--- src/rtl/ccff_bitstream_loader.sv ---
// Configuration-chain initiator: serializes bitstream words MSB-first onto ccff_head
// while repacking the bits leaving ccff_tail into left-aligned readback words.
module ccff_bitstream_loader #(
    parameter int CHAIN_LEN = 1024,
    parameter int WORD_W    = 32
) (
    input  logic              prog_clk,
    input  logic              prog_reset,
    input  logic              start,
    input  logic [WORD_W-1:0] in_data,
    input  logic              in_valid,
    output logic              in_ready,
    output logic [WORD_W-1:0] rb_data,
    output logic              rb_valid,
    input  logic              rb_ready,
    output logic              ccff_head,
    input  logic              ccff_tail,
    output logic              ccff_shift_en,
    output logic              busy,
    output logic              done
);
    localparam int NW        = (CHAIN_LEN + WORD_W - 1) / WORD_W;
    localparam int LAST_BITS = CHAIN_LEN - (NW - 1) * WORD_W;
    localparam int BW        = $clog2(CHAIN_LEN + 1);
    localparam int CW        = $clog2(WORD_W + 1);
    localparam int IW        = $clog2(NW + 1);

    typedef enum logic [1:0] {S_IDLE, S_LOAD, S_DRAIN, S_DONE} state_t;

    state_t            state_q, state_d;
    logic [WORD_W-1:0] word_q, word_d, asm_q, asm_d, rb_data_q, rb_data_d;
    logic [CW-1:0]     wcnt_q, wcnt_d, acnt_q, acnt_d;
    logic [BW-1:0]     bcnt_q, bcnt_d;
    logic [IW-1:0]     widx_q, widx_d;
    logic              pend_q, pend_d, rb_valid_q, rb_valid_d;

    logic              shift, accept, complete, can_xfer, last_bit;
    logic [WORD_W-1:0] asm_c;
    logic [CW-1:0]     acnt_c, shamt;

    always_comb begin
        state_d    = state_q;
        word_d     = word_q;
        wcnt_d     = wcnt_q;
        bcnt_d     = bcnt_q;
        widx_d     = widx_q;
        asm_d      = asm_q;
        acnt_d     = acnt_q;
        pend_d     = pend_q;
        rb_data_d  = rb_data_q;
        rb_valid_d = rb_valid_q;
        in_ready   = 1'b0;
        shift      = 1'b0;
        accept     = 1'b0;
        complete   = 1'b0;
        last_bit   = 1'b0;
        asm_c      = asm_q;
        acnt_c     = acnt_q;
        shamt      = '0;
        can_xfer   = !rb_valid_q || rb_ready;

        if (rb_valid_q && rb_ready) rb_valid_d = 1'b0;

        case (state_q)
            S_IDLE: begin
                if (start) begin
                    state_d = S_LOAD;
                    bcnt_d  = '0;
                    widx_d  = '0;
                    wcnt_d  = '0;
                    acnt_d  = '0;
                    asm_d   = '0;
                    pend_d  = 1'b0;
                end
            end
            S_LOAD: begin
                in_ready = (wcnt_q == '0) && (widx_q < IW'(NW));
                accept   = in_ready && in_valid;
                // A blocked readback word freezes the chain so no tail bit is lost.
                shift    = (wcnt_q != '0) && !pend_q;
                if (accept) begin
                    word_d = in_data;
                    wcnt_d = (widx_q == IW'(NW - 1)) ? CW'(LAST_BITS) : CW'(WORD_W);
                    widx_d = widx_q + IW'(1);
                end
                if (shift) begin
                    word_d   = {word_q[WORD_W-2:0], 1'b0};
                    wcnt_d   = wcnt_q - CW'(1);
                    bcnt_d   = bcnt_q + BW'(1);
                    asm_c    = {asm_q[WORD_W-2:0], ccff_tail};
                    acnt_c   = acnt_q + CW'(1);
                    last_bit = (bcnt_q == BW'(CHAIN_LEN - 1));
                    if (last_bit) state_d = S_DRAIN;
                end
            end
            S_DRAIN: if (!pend_q && can_xfer) state_d = S_DONE;
            S_DONE:  state_d = S_IDLE;
            default: state_d = S_IDLE;
        endcase

        complete = pend_q || (shift && ((acnt_c == CW'(WORD_W)) || last_bit));
        if (complete) begin
            if (can_xfer) begin
                // Left-align a short final word so its first captured bit lands at the MSB.
                shamt      = CW'(WORD_W) - acnt_c;
                rb_data_d  = asm_c << shamt;
                rb_valid_d = 1'b1;
                asm_d      = '0;
                acnt_d     = '0;
                pend_d     = 1'b0;
            end else begin
                asm_d  = asm_c;
                acnt_d = acnt_c;
                pend_d = 1'b1;
            end
        end else if (shift) begin
            asm_d  = asm_c;
            acnt_d = acnt_c;
        end
    end

    always_ff @(posedge prog_clk or posedge prog_reset) begin
        if (prog_reset) begin
            state_q    <= S_IDLE;
            word_q     <= '0;
            wcnt_q     <= '0;
            bcnt_q     <= '0;
            widx_q     <= '0;
            asm_q      <= '0;
            acnt_q     <= '0;
            pend_q     <= 1'b0;
            rb_data_q  <= '0;
            rb_valid_q <= 1'b0;
        end else begin
            state_q    <= state_d;
            word_q     <= word_d;
            wcnt_q     <= wcnt_d;
            bcnt_q     <= bcnt_d;
            widx_q     <= widx_d;
            asm_q      <= asm_d;
            acnt_q     <= acnt_d;
            pend_q     <= pend_d;
            rb_data_q  <= rb_data_d;
            rb_valid_q <= rb_valid_d;
        end
    end

    assign ccff_shift_en = shift;
    assign ccff_head     = (wcnt_q != '0) ? word_q[WORD_W-1] : 1'b0;
    assign rb_data       = rb_data_q;
    assign rb_valid      = rb_valid_q;
    assign busy          = (state_q != S_IDLE);
    assign done          = (state_q == S_DONE);
endmodule

--- config.mk ---
export PLATFORM = sky130hd
export DESIGN_NAME = ccff_bitstream_loader
export DESIGN_NICKNAME = d
export VERILOG_FILES = /design/src/rtl/ccff_bitstream_loader.sv
export SDC_FILE = /design/constraint.sdc
export NUM_CORES = 1
export LEC_CHECK = 0
export BUFFER_PORTS_ARGS = -buffer_cell sky130_fd_sc_hd__buf_2
export CAP_MARGIN = 20
export CORE_AREA = 2 2 119 121
export DETAILED_ROUTE_END_ITERATION = 8
export DIE_AREA = 0 0 121 123
export PLACE_DENSITY_LB_ADDON = 0.05
export SLEW_MARGIN = 20
export SYNTH_ARGS = -nofsm -noshare
export SYNTH_HDL_FRONTEND = slang
export SYNTH_SLANG_ARGS = --single-unit
--- constraint.sdc ---
create_clock -name prog_clk -period 6.4 [get_ports prog_clk]
set_clock_uncertainty 0.15 [all_clocks]
set_input_delay 0.96 -clock prog_clk [delete_from_list [all_inputs] [get_ports prog_clk]]
set_output_delay 0.96 -clock prog_clk [all_outputs]
set_load 0.01 [all_outputs]
==> flow_summary.html <==
<table>
<tr><th>Metric</th><th>Value</th></tr>
<tr><th colspan="2">Run status</th></tr>
<tr><td>Status</td><td>completed</td></tr>
<tr><th colspan="2">Drt</th></tr>
<tr><td>Remaining routing DRC violations</td><td>0</td></tr>
<tr><td>Drt wl/cell</td><td>roughly 19 um</td></tr>
<tr><td>Routed Antenna Nets</td><td>0</td></tr>
<tr><td>Total wire length</td><td>around 20000 um</td></tr>
<tr><td>Detail-routed via count per cell</td><td>~6.3</td></tr>
<tr><td>Total vias in the final route</td><td>~7000</td></tr>
<tr><td>First-iteration detailed-routing DRC count</td><td>between 500 and 600</td></tr>
<tr><td>Length of the first detailed-routing pass in iterations</td><td>5</td></tr>
<tr><th colspan="2">Clock network</th></tr>
<tr><td>Post-CTS Resized</td><td>0</td></tr>
<tr><td>CTS Root Buffer Type</td><td>clkbuf_16</td></tr>
<tr><td>Register clock-pin slew on the reported worst setup and hold paths</td><td>around 60 ps</td></tr>
<tr><td>Number of clock sinks seen by CTS</td><td>between 100 and 150</td></tr>
<tr><td>Max Root-Sink Buffers</td><td>2</td></tr>
<tr><td>TritonCTS clock tree</td><td>yes</td></tr>
<tr><td>Quantity of hold-fixing buffers added after cts</td><td>0</td></tr>
<tr><td>Number of buffers added for setup after CTS</td><td>0</td></tr>
<tr><td>Clock latency on the worst-skew pair</td><td>430 ps</td></tr>
<tr><td>Number of clock buffers inserted by TritonCTS</td><td>17</td></tr>
<tr><td>CTS H-tree depth</td><td>4</td></tr>
<tr><th colspan="2">Final layout</th></tr>
<tr><td>Fraction of final layout cells with drive strength greater than 1</td><td>0.1837</td></tr>
<tr><td>Synth-to-layout area growth</td><td>13.78%</td></tr>
<tr><td>Number of antenna cells inserted</td><td>0</td></tr>
<tr><td>Finished layout cell area</td><td>slightly above 9000 sq um</td></tr>
<tr><td>Nets</td><td>944</td></tr>
<tr><th colspan="2">Floorplan</th></tr>
<tr><td>Die height</td><td>123 um</td></tr>
<tr><td>Die Span X</td><td>121 um</td></tr>
<tr><td>Area of the die</td><td>between 10000 and 15000 sq um</td></tr>
<tr><td>FP Rows</td><td>43</td></tr>
<tr><td>Std-Cell Core Area</td><td>13610 sq um</td></tr>
<tr><td>Number of top-level pins</td><td>76</td></tr>
<tr><td>Starting utilization of the core area</td><td>0.5842</td></tr>
<tr><th colspan="2">Worst setup path</th></tr>
<tr><td>Data required, critical path</td><td>6560 ps</td></tr>
<tr><td>Largest stage delay, worst path</td><td>610 ps</td></tr>
<tr><td>CP arrival</td><td>4540 ps</td></tr>
<tr><td>Setup slack of the most critical reg-to-reg path</td><td>2020 ps</td></tr>
<tr><td>Source of the worst register-to-register timing path</td><td>state_q[1]$_DFFE_PP0P_</td></tr>
<tr><td>Critical Path, Cell by Cell</td><td>inv_1, ha_1, buf_4, nor2b_1, o21ai_4, inv_2, mux2_2, nand2_2, mux2_2, mux4_2, nor2b_1, a221o_1</td></tr>
<tr><td>Last element of the critical path</td><td>rb_data[23]$_DFFE_PP0P_</td></tr>
<tr><td>Capturing element type of the critical path</td><td>register</td></tr>
<tr><td>Crit path launch type</td><td>register</td></tr>
<tr><td>Critical path class</td><td>register to register</td></tr>
<tr><td>Worst setup path startpoint</td><td>state_q[1]$_DFFE_PP0P_</td></tr>
<tr><td>Capture instance of the worst register-to-register path</td><td>rb_data[23]$_DFFE_PP0P_</td></tr>
<tr><td>Reg2Reg Depth</td><td>12</td></tr>
<tr><td>Top fanout value on the critical path</td><td>25</td></tr>
<tr><td>Slowest stage cell on the critical path</td><td>nor2b_1</td></tr>
<tr><th colspan="2">Pwr</th></tr>
<tr><td>Total power density per cell area</td><td>~450 nW/um^2</td></tr>
<tr><td>Maximum vdd drop</td><td>approximately 0.00036 V</td></tr>
<tr><td>Cell leakage power</td><td>between 0.004 and 0.005 uW</td></tr>
<tr><th colspan="2">GRT</th></tr>
<tr><td>Initial antenna violation count</td><td>0</td></tr>
<tr><td>Global Route Usage Sum</td><td>0.2840</td></tr>
<tr><td>Maximum number of pins on one net before global-route repair</td><td>between 70 and 80</td></tr>
<tr><td>First-pass GRT wire length</td><td>between 30000 and 40000 um</td></tr>
<tr><td>Vias in the first global route</td><td>between 6000 and 7000</td></tr>
<tr><td>GRT overflow</td><td>0</td></tr>
<tr><th colspan="2">Yosys</th></tr>
<tr><td>Cell type with the largest total area after synthesis</td><td>dfrtp_1</td></tr>
<tr><td>Most frequently used cell type in the post-synthesis netlist</td><td>dfrtp_1</td></tr>
<tr><td>Synthesis Warnings</td><td>0</td></tr>
<tr><td>Cell count after synthesis</td><td>846</td></tr>
<tr><td>Post-synthesis cell type count</td><td>76</td></tr>
<tr><td>Sequential cell area fraction in the yosys report</td><td>0.4060</td></tr>
<tr><td>Largest cells by area after synthesis</td><td>dfrtp_1 41%, mux2i_1 9.6%, o21ai_0 6.2%, nand2_1 5.2%, a22o_1 4.3%</td></tr>
<tr><td>#FFs+latches synth</td><td>about 130</td></tr>
<tr><td>Area share of the leading cell type in the synthesized netlist</td><td>0.4060</td></tr>
<tr><td>Most used standard cells in the synthesized netlist</td><td>129 x dfrtp_1, 110 x nand2_1, 99 x o21ai_0</td></tr>
<tr><td>Post-Syn Area</td><td>approximately 8000 sq um</td></tr>
<tr><td>Count of flip-flops with a built-in enable after synthesis</td><td>0</td></tr>
<tr><td>Share of synthesized flip-flops with an asynchronous set or reset</td><td>1.000</td></tr>
<tr><td>Post-Syn Nets</td><td>between 800 and 900</td></tr>
<tr><td>Post-synth top flop</td><td>dfrtp_1</td></tr>
<tr><td>Mean post-synth cell area</td><td>roughly 9.4 sq um</td></tr>
<tr><th colspan="2">STA</th></tr>
<tr><td>Accumulated negative setup slack</td><td>0 ps</td></tr>
<tr><td>Period utilisation layout</td><td>0.6847</td></tr>
<tr><td>Final-report setup violation count</td><td>0</td></tr>
<tr><td>Transition time at the pin with the least slew margin</td><td>1091 ps</td></tr>
<tr><td>Shortest clock period the worst path allows after layout</td><td>between 4000 and 5000 ps</td></tr>
<tr><td>Max-slew headroom at the worst pin</td><td>0.2729</td></tr>
<tr><td>Final Hold Viols</td><td>0</td></tr>
<tr><td>Fmax achieved</td><td>around 0.23 GHz</td></tr>
<tr><td>Unrepaired setup endpoints after global routing</td><td>no</td></tr>
<tr><td>Count of final max-slew check failures</td><td>0</td></tr>
<tr><th colspan="2">Job</th></tr>
<tr><td>Number of maximum-capacitance violations</td><td>0</td></tr>
<tr><th colspan="2">Placed design</th></tr>
<tr><td>Final weighted congestion of routability-driven global placement</td><td>0.8979</td></tr>
<tr><td>Detailed placer's ending HPWL</td><td>~14000 um</td></tr>
<tr><td>Cell Area, Placed</td><td>8453 sq um</td></tr>
<tr><td>Number of buffer cells added on primary ports</td><td>between 70 and 80</td></tr>
<tr><th colspan="2">Min path</th></tr>
<tr><td>Type of the tightest min-delay check</td><td>register to register</td></tr>
</table>
==> worst max-delay path, delay by kind of cell (launching register included) <==
family          cells  cell delay (ps)
mux                 3             1310
simple gates        3             1220
buf+inv             3              590
flops               1              400
compound gates      2              400
fa+ha+maj           1              170
==> layout make-up <==
type                    instances  area, sq um
fillers                      1145         4564
multi-input cells             649         4468
flip-flops and latches        129         3228
repair buffers                 86        481.7
clock buffers                  18        439.2
well taps                     180        225.2
clock inverters                14        153.9
inverters                      13        51.30
==> flip-flops by register name, indices dropped and copies added (netlist names) <==
register / count
state_q: 2
pend_q: 1
acnt_q: 6
widx_q: 6
rb_valid: 1
bcnt_q: 11
rb_data: 32
word_q: 32
wcnt_q: 6
asm_q: 32
==> cells by family (layout without fill, tap and decap cells) <==
logic type,Yosys count,after routing,share of synthesized area
AND/OR/NAND/NOR,264,264,0.1556
buffers and inverters,68,131,0.03682
adder cells (fa/ha/maj),10,10,0.01574
multiplexers,98,98,0.1385
XOR/XNOR,21,21,0.02408
flip-flops,129,129,0.4060
AO/OA/AOI/OAI,256,256,0.2233
==> through the flow <==
step | util | setup WS (ps) | power [uW] | hold WS [ps] | cells
2_1_floorplan | - | 1849 | 2655 | 291.8 | 846
3_3_place_gp | 0.6178 | 2208 | 2974 | 307.3 | 1055
3_5_place_dp | 0.6210 | 2062 | 3073 | 317.4 | 1057
4_1_cts | 0.6646 | 2060 | 4063 | 331.2 | 1089
5_1_grt | 0.6647 | 1710 | 4336 | 356.2 | 1089
6_report | 0.6647 | 2018 | 4080 | 324.2 | 1089
==> where the power goes <==
group | leakage, uW | internal, uW | switching [uW]
Combinational | 0.00206 | 729 | 1310
Clock | 0.000285 | 589 | 393
Sequential | 0.00176 | 940 | 120
==> layer usage <==
metal | part of all wire | up-vias | global-route usage
li1 | - | 3231 | -
met1 | 0.41 | 3329 | 0.3471
met2 | 0.51 | 211 | 0.4912
met3 | 0.049 | 42 | 0.06411
met4 | 0.024 | 0 | 0.1083
met5 | 0 | - | 0
==> cells in the final DEF (no fill, tap or decap), drive strengths merged, types with 5 or more instances in the layout <==
cell type / synthesis / routed
a221o: 10 / 10
nand3: 23 / 23
nor2: 47 / 47
a22o: 39 / 39
a31oi: 7 / 7
dfrtp: 129 / 129
mux2i: 77 / 77
a21o: 5 / 5
nand2: 111 / 111
nand2b: 12 / 12
nor3: 22 / 22
a21oi: 20 / 20
mux2: 13 / 13
nand4: 7 / 7
o22ai: 5 / 5
inv: 12 / 18
xor2: 10 / 10
mux4: 8 / 8
nor2b: 11 / 11
a211oi: 5 / 5
o21ai: 103 / 103
or3: 8 / 8
o211ai: 17 / 17
o31ai: 6 / 6
ha: 10 / 10
xnor2: 11 / 11
buf: 17 / 86
clkbuf: 38 / 18
==> worst min-delay path by stage <==
stage	startpoint	end	slack [ps]	cells after the start
detailed placement	rb_data[14]$_DFFE_PP0P_	rb_data[14]$_DFFE_PP0P_	320	1
finish	rb_data[14]$_DFFE_PP0P_	rb_data[14]$_DFFE_PP0P_	320	1
global placement	rb_data[14]$_DFFE_PP0P_	rb_data[14]$_DFFE_PP0P_	310	1
floorplan	word_q[31]$_DFFE_PP0P_	word_q[31]$_DFFE_PP0P_	290	2
CTS	rb_data[14]$_DFFE_PP0P_	rb_data[14]$_DFFE_PP0P_	330	1
global route	rb_data[14]$_DFFE_PP0P_	rb_data[14]$_DFFE_PP0P_	360	1
No activity file was read; power rests on OpenSTA's default activity.
